## src/rtl/alu_arbiter_if.sv

```systemverilog
// alu_arbiter_if
//   Requester-side bus of the shared-ALU arbiter.
//   master : requester blocks (drive req/operands, receive gnt/done/result)
//   slave  : alu_arbiter
//   req         NREQ      per-requester request level
//   req_a/req_b NREQ*8    operands, requester i at [8i+7:8i]
//   req_op      NREQ*2    opcode, requester i at [2i+1:2i]
//   gnt         NREQ      one-hot pulse, operands accepted
//   done        NREQ      one-hot pulse, result valid
//   rsp_result  16        result of the last completed operation
//   err         1         timeout flag, valid with done
interface alu_arbiter_if #(
   parameter int NREQ = 4
);
   logic [NREQ-1:0]   req;
   logic [NREQ*8-1:0] req_a;
   logic [NREQ*8-1:0] req_b;
   logic [NREQ*2-1:0] req_op;
   logic [NREQ-1:0]   gnt;
   logic [NREQ-1:0]   done;
   logic [15:0]       rsp_result;
   logic              err;

   modport master (
      output req, req_a, req_b, req_op,
      input  gnt, done, rsp_result, err
   );

   modport slave (
      input  req, req_a, req_b, req_op,
      output gnt, done, rsp_result, err
   );
endinterface

```

## src/rtl/alu_arbiter.sv

```systemverilog
// alu_arbiter
//   Round-robin scheduler sharing one multi-cycle 8-bit ALU between NREQ
//   requesters. One operation in flight at a time; operands are latched at
//   grant, the ALU state is tracked until it returns to IDLE, and the result
//   is handed back to the owner with a one-cycle done pulse.
//
//   Optional feature macro: ALU_ARB_TIMEOUT_EN
//     defined   : watchdog of TIMEOUT cycles from grant; on expiry done[owner]
//                 fires with err=1 and rsp_result=16'hFFFF
//     undefined : no watchdog, err stays 0, a stuck ALU keeps busy high
//
//   Ports
//     clk         clock, rising edge
//     rst         asynchronous active-low reset
//     rq          requester bus (alu_arbiter_if.slave)
//     busy        high while arb_state != IDLE
//     arb_state   IDLE=0, WAIT_BUSY=1, WAIT_DONE=2
//     alu_start   one-cycle start pulse to the ALU
//     alu_a/b/op  latched operands and opcode
//     alu_result  ALU result
//     alu_state   ALU state, 3'b000 = ALU idle
//
//   state     | meaning
//   ----------+-----------------------------------------------------------
//   IDLE      | no operation in flight, grant the next requester
//   WAIT_BUSY | start issued, waiting for the ALU to leave its idle state
//   WAIT_DONE | ALU running, waiting for it to return to idle
module alu_arbiter #(
   parameter int NREQ    = 4,
   parameter int TIMEOUT = 64
) (
   input  logic         clk,
   input  logic         rst,
   alu_arbiter_if.slave rq,
   output logic         busy,
   output logic [1:0]   arb_state,
   output logic         alu_start,
   output logic [7:0]   alu_a,
   output logic [7:0]   alu_b,
   output logic [1:0]   alu_op,
   input  logic [15:0]  alu_result,
   input  logic [2:0]   alu_state
);
   localparam int PW = (NREQ > 1) ? $clog2(NREQ) : 1;

   typedef enum logic [1:0] {
      IDLE      = 2'd0,
      WAIT_BUSY = 2'd1,
      WAIT_DONE = 2'd2
   } state_t;

   state_t          state;
   logic [PW-1:0]   ptr;
   logic [NREQ-1:0] owner;

   logic [PW-1:0]   pick;
   logic [PW-1:0]   idx;
   logic [PW-1:0]   ptr_nxt;
   logic [NREQ-1:0] pick_oh;
   logic            pick_vld;

   // Search downward from the farthest candidate so the requester closest to
   // the pointer is the last (winning) assignment.
   always_comb begin
      pick     = '0;
      idx      = '0;
      pick_oh  = '0;
      pick_vld = 1'b0;
      for (int k = NREQ - 1; k >= 0; k--) begin
         idx = PW'((int'(ptr) + k) % NREQ);
         if (rq.req[idx]) begin
            pick          = idx;
            pick_oh       = '0;
            pick_oh[idx]  = 1'b1;
            pick_vld      = 1'b1;
         end
      end
   end

   assign ptr_nxt   = (pick == PW'(NREQ - 1)) ? '0 : pick + PW'(1);
   assign arb_state = state;

`ifdef ALU_ARB_TIMEOUT_EN
   localparam int TW = (TIMEOUT > 1) ? $clog2(TIMEOUT) : 1;
   logic [TW-1:0] tmo_cnt;
`else
   localparam int unused_timeout = TIMEOUT;
`endif

   always_ff @(posedge clk or negedge rst) begin
      if (!rst) begin
         state         <= IDLE;
         ptr           <= '0;
         owner         <= '0;
         busy          <= 1'b0;
         alu_start     <= 1'b0;
         alu_a         <= '0;
         alu_b         <= '0;
         alu_op        <= '0;
         rq.gnt        <= '0;
         rq.done       <= '0;
         rq.rsp_result <= '0;
         rq.err        <= 1'b0;
`ifdef ALU_ARB_TIMEOUT_EN
         tmo_cnt       <= '0;
`endif
      end else begin
         rq.gnt    <= '0;
         rq.done   <= '0;
         alu_start <= 1'b0;

         unique case (state)
            IDLE: begin
               if (pick_vld) begin
                  rq.gnt    <= pick_oh;
                  alu_start <= 1'b1;
                  alu_a     <= rq.req_a[int'(pick)*8 +: 8];
                  alu_b     <= rq.req_b[int'(pick)*8 +: 8];
                  alu_op    <= rq.req_op[int'(pick)*2 +: 2];
                  owner     <= pick_oh;
                  ptr       <= ptr_nxt;
                  busy      <= 1'b1;
                  state     <= WAIT_BUSY;
`ifdef ALU_ARB_TIMEOUT_EN
                  // Expires on the TIMEOUT-th edge after the grant edge.
                  tmo_cnt   <= TW'(TIMEOUT - 1);
`endif
               end
            end
            WAIT_BUSY: begin
               if (alu_state != 3'b000) begin
                  state <= WAIT_DONE;
               end
            end
            WAIT_DONE: begin
               if (alu_state == 3'b000) begin
                  rq.done       <= owner;
                  rq.rsp_result <= alu_result;
                  rq.err        <= 1'b0;
                  busy          <= 1'b0;
                  state         <= IDLE;
               end
            end
            default: begin
               busy  <= 1'b0;
               state <= IDLE;
            end
         endcase

`ifdef ALU_ARB_TIMEOUT_EN
         // A genuine completion on the expiry edge wins over the watchdog.
         if (state != IDLE && !(state == WAIT_DONE && alu_state == 3'b000)) begin
            if (tmo_cnt == '0) begin
               rq.done       <= owner;
               rq.rsp_result <= 16'hFFFF;
               rq.err        <= 1'b1;
               busy          <= 1'b0;
               state         <= IDLE;
            end else begin
               tmo_cnt <= tmo_cnt - TW'(1);
            end
         end
`endif
      end
   end
endmodule
```

## src/flat_wrapper.sv

```systemverilog
// flat-port wrapper written by rule: the top's interface ports become plain ports
module alu_arbiter_flat 
#(
   parameter int NREQ    = 4,
   parameter int TIMEOUT = 64
)
  (clk, rst, busy, arb_state, alu_start, alu_a, alu_b, alu_op, alu_result, alu_state, rq_req, rq_req_a, rq_req_b, rq_req_op, rq_gnt, rq_done, rq_rsp_result, rq_err);
  alu_arbiter_if #(.NREQ(NREQ)) rq_i ();
  input  logic clk;
  input  logic rst;
  output logic busy;
  output logic [1:0] arb_state;
  output logic alu_start;
  output logic [7:0] alu_a;
  output logic [7:0] alu_b;
  output logic [1:0] alu_op;
  input  logic [15:0] alu_result;
  input  logic [2:0] alu_state;
  input wire logic [$bits(rq_i.req)-1:0] rq_req;
  input wire logic [$bits(rq_i.req_a)-1:0] rq_req_a;
  input wire logic [$bits(rq_i.req_b)-1:0] rq_req_b;
  input wire logic [$bits(rq_i.req_op)-1:0] rq_req_op;
  output wire logic [$bits(rq_i.gnt)-1:0] rq_gnt;
  output wire logic [$bits(rq_i.done)-1:0] rq_done;
  output wire logic [$bits(rq_i.rsp_result)-1:0] rq_rsp_result;
  output wire logic [$bits(rq_i.err)-1:0] rq_err;
  assign rq_i.req = rq_req;
  assign rq_i.req_a = rq_req_a;
  assign rq_i.req_b = rq_req_b;
  assign rq_i.req_op = rq_req_op;
  assign rq_gnt = rq_i.gnt;
  assign rq_done = rq_i.done;
  assign rq_rsp_result = rq_i.rsp_result;
  assign rq_err = rq_i.err;
  alu_arbiter #(.NREQ(NREQ), .TIMEOUT(TIMEOUT)) u_core (.clk(clk), .rst(rst), .rq(rq_i), .busy(busy), .arb_state(arb_state), .alu_start(alu_start), .alu_a(alu_a), .alu_b(alu_b), .alu_op(alu_op), .alu_result(alu_result), .alu_state(alu_state));
endmodule
```

## config.mk

```make
export PLATFORM = sky130hd
export DESIGN_NAME = alu_arbiter_flat
export DESIGN_NICKNAME = d
export VERILOG_FILES = /design/src/rtl/alu_arbiter_if.sv /design/src/rtl/alu_arbiter.sv /design/src/flat_wrapper.sv
export SDC_FILE = /design/constraint.sdc
export NUM_CORES = 1
export LEC_CHECK = 0
export ABC_AREA = 1
export CAP_MARGIN = 30
export CELL_PAD_IN_SITES_DETAIL_PLACEMENT = 1
export CELL_PAD_IN_SITES_GLOBAL_PLACEMENT = 2
export CORE_MARGIN = 8
export CORE_UTILIZATION = 22
export DETAILED_ROUTE_END_ITERATION = 10
export GPL_TIMING_DRIVEN = 0
export MAX_ROUTING_LAYER = met4
export PLACE_DENSITY_LB_ADDON = 0.1
export SKIP_LAST_GASP = 1
export SLEW_MARGIN = 15
export SYNTH_ARGS = -nofsm -noshare
export SYNTH_HDL_FRONTEND = slang
export SYNTH_SLANG_ARGS = --single-unit
```

## constraint.sdc

```tcl
create_clock -name clk -period 2.3 [get_ports clk]
set_input_delay 0.575 -clock clk [delete_from_list [all_inputs] [get_ports clk]]
set_output_delay 0.575 -clock clk [all_outputs]
set_load 0.05 [all_outputs]
```

==> implementation parameters, run 1 <==
Parameter                              Value

Global routing
  Antenna violations before repair ... 0
  Remaining Overflow, GRT ... 0
  Vias in the first global route ... 3624
  Wire length of the first global-routing pass ... between 15000 and 20000 um
  Largest net degree at the start of global routing ... 53
  Gr usage total ... 12.7%

Yosys
  Ys flop type ... sky130_fd_sc_hd__dfrtp_1
  Area of the mapped netlist ... 3260 um2
  Post-synthesis sequential element count ... 52
  Count of unique library cells instantiated by Yosys ... 25
  Top cells by count, synth ... sky130_fd_sc_hd__nand2_1, sky130_fd_sc_hd__inv_1, sky130_fd_sc_hd__nand3_1, sky130_fd_sc_hd__dfrtp_1, sky130_fd_sc_hd__nand3b_1
  Share of the yosys chip area belonging to registers ... 39.9%
  Area share of the leading cell type in the synthesized netlist ... 39.9%
  Main area contributors after synthesis ... sky130_fd_sc_hd__dfrtp_1, sky130_fd_sc_hd__nand2_1, sky130_fd_sc_hd__nand3_1, sky130_fd_sc_hd__inv_1, sky130_fd_sc_hd__mux2_2
  Most common cell in the synthesized netlist ... sky130_fd_sc_hd__nand2_1
  Number of warnings printed during yosys synthesis ... 0
  Biggest area consumer among synthesized cells ... sky130_fd_sc_hd__dfrtp_1
  Nets in the synthesized netlist ... 545
  Mean cell area of the mapped netlist ... roughly 7.4 um2
  Count of mapped cells out of synthesis ... 443
  Number of enable-type register cells in the synthesized netlist ... 0
  Fraction of synthesis flops using an asynchronous set or reset pin ... 100%

Die
  Die Span X ... about 140 um
  Number of rows created at floorplan ... 44
  Num ports ... 144
  Die Ht ... between 100 and 150 um
  Initial standard-cell utilization of the core ... 22.4%

Clock tree
  Number of hold buffers added after CTS ... 0
  Number of sinks on the clock net ... 52
  Worst-case clock buffer depth ... 2
  Inserted Clock Buffers ... 5
  Root buffer selected by CTS ... sky130_fd_sc_hd__clkbuf_16
  H-Tree Depth ... 2

Outcome
  Status ... aborted with a tool error
  Halt Stage ... 5_2_route
  First error ... [ERROR DRT-0255] Maze Route cannot find path of net clk in worker of routeBox ( 96600 0 ) ( 137720 48300 ).

Placed design
  Estimated wirelength of the detail-placed design ... about 9400 um
  Routability cong. ... 0.743
  Number of port buffers ... 142

STA
  Worst setup endpoint GRT ... u_core.alu_op[0]$_DFFE_PN0P_/D
  Worst End Pin Type ... register input
## cell families after synthesis
group	share of synthesized area, %
AND/OR/NAND/NOR	35.4
AO/OA/AOI/OAI	3.38
other	0.115
multiplexers	5.53
adder cells (fa/ha/maj)	1.92
XOR/XNOR	0.269
flip-flops	39.9
buffers and inverters	13.5
## repair_timing
action / in CTS / in global routing
setup buffers: 9 / 4
pin swaps: 3 / 8
gates resized for setup: 9 / 27
setup endpoints to repair: 25 / 24
## metrics by stage
step | hold slack (ns) | TNS (ns) | std cells | worst slack, ns | cell area (um2)
2_1_floorplan | 0.279 | 0 | 443 | 0.230 | 3260
3_3_place_gp | 0.465 | -58.13 | 769 | -0.996 | 4910
3_5_place_dp | 0.470 | -7.45 | 769 | -0.382 | 4910
4_1_cts | 0.347 | 0 | 786 | 0.00904 | 5160
5_1_grt | 0.366 | -0.0186 | 790 | -0.00998 | 5310
## metal layers
layer	GRT usage, %
met2	20.4
met1	15.6
met3	3.21
met5	-
met4	2.99
==> run 2, diff against run 1 <==
Settings changed: CELL_PAD_IN_SITES_DETAIL_PLACEMENT 1 to not set, CELL_PAD_IN_SITES_GLOBAL_PLACEMENT 2 to not set, CORE_UTILIZATION 22 to 20, MAX_ROUTING_LAYER met4 to not set, PLACE_DENSITY_LB_ADDON 0.1 to 0.15.
==> run 2 against run 1 <==
  * The flow now finishes without violations
  * Synthesized cell count stayed put
  * Global-route usage fell by 2.1 points
  * Synthesized area is the same
==> implementation parameters, run 2 <==
Parameter                              Value

Finish
  Number of diodes ... 0
  Most flop-heavy register ... u_core.rq.rsp_result
  Final cell count without fillers ... 825
  Commonest cells after routing, fill and taps aside ... sky130_fd_sc_hd__clkdlybuf4s50_1, sky130_fd_sc_hd__nand2_1, sky130_fd_sc_hd__inv_1
  Largest registers ... u_core.rq.rsp_result: 16 flops, u_core.alu_a: 8 flops, u_core.alu_b: 8 flops
  Final layout net count ... 710
  Most common cell after layout, fill and taps aside ... sky130_fd_sc_hd__clkdlybuf4s50_1
  Layout area overhead ... 65.3%
  Number of flip-flops under the largest register name ... 16
  Fraction of final layout cells sized beyond drive strength 1 ... 15.6%

Global routing
  Largest net degree at the start of global routing ... 53
  Antenna violations before repair ... 0
  Wire length of the first global-routing pass ... 17400 um
  Remaining Overflow, GRT ... 0
  Vias in the first global route ... ~3400
  Gr usage total ... 10.6%

Yosys
  Most common cell in the synthesized netlist ... sky130_fd_sc_hd__nand2_1
  Area of the mapped netlist ... 3260 um2
  Count of mapped cells out of synthesis ... about 440
  Count of unique library cells instantiated by Yosys ... 25
  Nets in the synthesized netlist ... 545
  Number of enable-type register cells in the synthesized netlist ... 0
  Biggest area consumer among synthesized cells ... sky130_fd_sc_hd__dfrtp_1
  Mean cell area of the mapped netlist ... ~7.4 um2
  Main area contributors after synthesis ... sky130_fd_sc_hd__dfrtp_1, sky130_fd_sc_hd__nand2_1, sky130_fd_sc_hd__nand3_1, sky130_fd_sc_hd__inv_1, sky130_fd_sc_hd__mux2_2
  Fraction of synthesis flops using an asynchronous set or reset pin ... 100%
  Post-synthesis sequential element count ... 52
  Ys flop type ... sky130_fd_sc_hd__dfrtp_1
  Share of the yosys chip area belonging to registers ... about 40%
  Top cells by count, synth ... sky130_fd_sc_hd__nand2_1, sky130_fd_sc_hd__inv_1, sky130_fd_sc_hd__nand3_1, sky130_fd_sc_hd__dfrtp_1, sky130_fd_sc_hd__nand3b_1
  Number of warnings printed during yosys synthesis ... 0
  Area share of the leading cell type in the synthesized netlist ... 39.9%

STA
  Max Freq ... roughly 460 MHz
  Worst hold slack across all endpoints ... 0.309 ns
  Slew at the pin with the worst max-slew slack ... 0.669 ns
  Period utilization ... between 90% and 100%
  Final Max Slew Viols ... 0
  Final setup vio count ... 0
  Worst slew margin ... 55.4%
  Clock period minus final worst setup slack ... between 2 and 2.5 ns
  Post-Route Skew ... 0.00394 ns
  Worst Slack Setup Final ... 0.117 ns
  Number of hold violations in the final report ... 0

Setup path
  Critical setup path kind ... in -> reg
  Worst endpoint data arrival time ... 2.35 ns
  Worst stage delay on the critical path ... 0.40 ns
  Slowest-stage cell, CP ... sky130_fd_sc_hd__clkdlybuf4s50_1
  Data required time of the critical path ... 2.47 ns
  Max FO, Critical Path ... 10
  Chain of cells forming the critical path ... clkdlybuf4s50_1 -> inv_1 -> nand2_2 -> nand3_2 -> nand2_4 -> buf_4 -> nor2_1 -> nand3_1 -> nand3_1 -> buf_2 -> buf_2 -> o21ai_0
  Type of element launching the critical path ... primary input
  Element type at the critical path end ... register

Power and ir drop
  Internal power ... 0.00450 W
  P_leak ... 2.68 nW
  Part of the power in the clock network ... a little under a tenth
  Power share of the combinational group ... between 70% and 80%
  Switching power ... 0.00498 W
  Fraction of power spent switching nets ... 52.5%
  Power per cell area ... 1760 nW/um2
  Relative contribution of sequential cells to total power ... 16.3%
  Largest voltage drop on the vdd net ... approximately 500 uV

Die
  Num ports ... 144
  Core area ... 15900 um2
  Area of the die ... ~21000 um2
  Initial standard-cell utilization of the core ... 20.5%
  Number of rows created at floorplan ... 46
  Die Ht ... 144 um
  Die Span X ... about 140 um

Placed design
  Setup WS pre-CTS ... -0.327 ns
  Routability cong. ... slightly below 0.8
  Number of port buffers ... 142
  Number of cells after detailed placement ... 801
  Estimated wirelength of the detail-placed design ... slightly above 9000 um

Clock tree
  Clock latency on the worst-skew pair ... 0.29 ns
  Clock transition time at the flip-flop clock pins of the worst setup and hold paths ... 0.07 ns
  Number of hold buffers added after CTS ... 0
  Inserted Clock Buffers ... 5
  TritonCTS clock tree ... yes
  Worst-case clock buffer depth ... 2
  H-Tree Depth ... 2
  Number of sinks on the clock net ... 52
  Root buffer selected by CTS ... sky130_fd_sc_hd__clkbuf_16

Drt
  Post-detailed-route count of antenna-violating nets ... 0
  Initial DRT Pass Iterations ... 4
  Vias after detailed routing ... 3300
  Starting DRC count in detailed routing ... 96
  Total DRC errors in the routed layout ... 0
  WL per Instance ... 13.8 um
  Total Routed Length ... 11400 um
  Via count normalized by instance count ... about 4.0

Worst hold path
  Path type of the worst min-delay path ... in -> async

Job
  Max_cap viols ... 0

Outcome
  Status ... completed
[run 2: cell counts after synthesis]
Identical to the previous run, type by type.
[run 2: layout make-up]
| cell class | count | area [um2] |
|---|---|---|
| multi-input combinational | 290 | 1640 |
| fill | 1687 | 10500 |
| inverter | 81 | 319 |
| timing repair buffer | 157 | 1530 |
| clock buffer | 5 | 125 |
| tap | 216 | 270 |
| sequential | 52 | 1300 |
| clock inverter | 3 | 46.3 |
| buffer | 21 | 153 |
[run 2: layer usage]
layer	vias up	wire length [um]	GRT usage, %
met3	4	1030	3.65
met1	1487	5250	13.3
li1	1696	-	-
met5	-	0	0
met2	113	5060	17.2
met4	0	57	1.83
[run 2: final timing paths]
kind,depth (start not counted),end,start,slack [ns]
min in group clk,2,u_core.alu_a[5]$_DFFE_PN0P_,u_core.alu_a[5]$_DFFE_PN0P_,0.48
max in group asynchronous,1,u_core.ptr[1]$_DFFE_PN0P_,rst,1.50
setup reg to reg,15,u_core.alu_op[0]$_DFFE_PN0P_,u_core.ptr[0]$_DFFE_PN0P_,0.14
setup / recovery,12,u_core.busy$_DFFE_PN0P_,rq_req[3],0.12
hold / removal,1,u_core.rq.rsp_result[0]$_DFFE_PN0P_,rst,0.31
hold reg to reg,2,u_core.alu_a[5]$_DFFE_PN0P_,u_core.alu_a[5]$_DFFE_PN0P_,0.48
[run 2: logic make-up (layout without fill, tap and decap cells)]
logic type,count (synthesis),in the layout,share of synthesized area (%)
AOI/OAI and AO/OA,18,18,3.38
xor gates and xnor gates,1,1,0.269
adders and majority gates,5,5,1.92
buffers and inverters,102,267,13.5
DFF,52,52,39.9
muxes,16,16,5.53
other,1,1,0.115
and+or+nand+nor,248,249,35.4
[run 2: timing repair]
action                     4_1_cts  5_1_grt
buffers inserted                 5       10
gates cloned                     0        1
gates resized for setup          7       28
pin swaps                        2        6
setup endpoints to repair       25       24
[run 2: critical path, delay by kind of cell]
family | cells | cell delay [ns]
buffers and inverters | 5 | 1.06
AND/OR/NAND/NOR | 6 | 0.59
AO/OA/AOI/OAI | 1 | 0.11
[run 2: power groups by stage]
| stage | Clock, W | Combinational, W | Sequential [W] |
|---|---|---|---|
| 5_1_grt | 0.000925 | 0.00777 | 0.00160 |
| 3_5_place_dp | 0 | 0.00631 | 0.00159 |
| 6_report | 0.000860 | 0.00708 | 0.00154 |
| 2_1_floorplan | 0 | 0.00323 | 0.00274 |
| 3_3_place_gp | 0 | 0.00628 | 0.00157 |
| 4_1_cts | 0.000895 | 0.00653 | 0.00155 |
[run 2: stage by stage]
step | TNS [ns] | cell area (um2) | util [%] | power [W]
2_1_floorplan | 0 | 3260 | - | 0.00597
4_1_cts | 0 | 5180 | 32.6 | 0.00897
3_3_place_gp | -56.71 | 4950 | 31.2 | 0.00785
5_1_grt | -0.0210 | 5390 | 33.9 | 0.0103
6_report | 0 | 5390 | 33.9 | 0.00948
3_5_place_dp | -6.35 | 4950 | 31.2 | 0.00790
(Power assumes the default switching activity.)
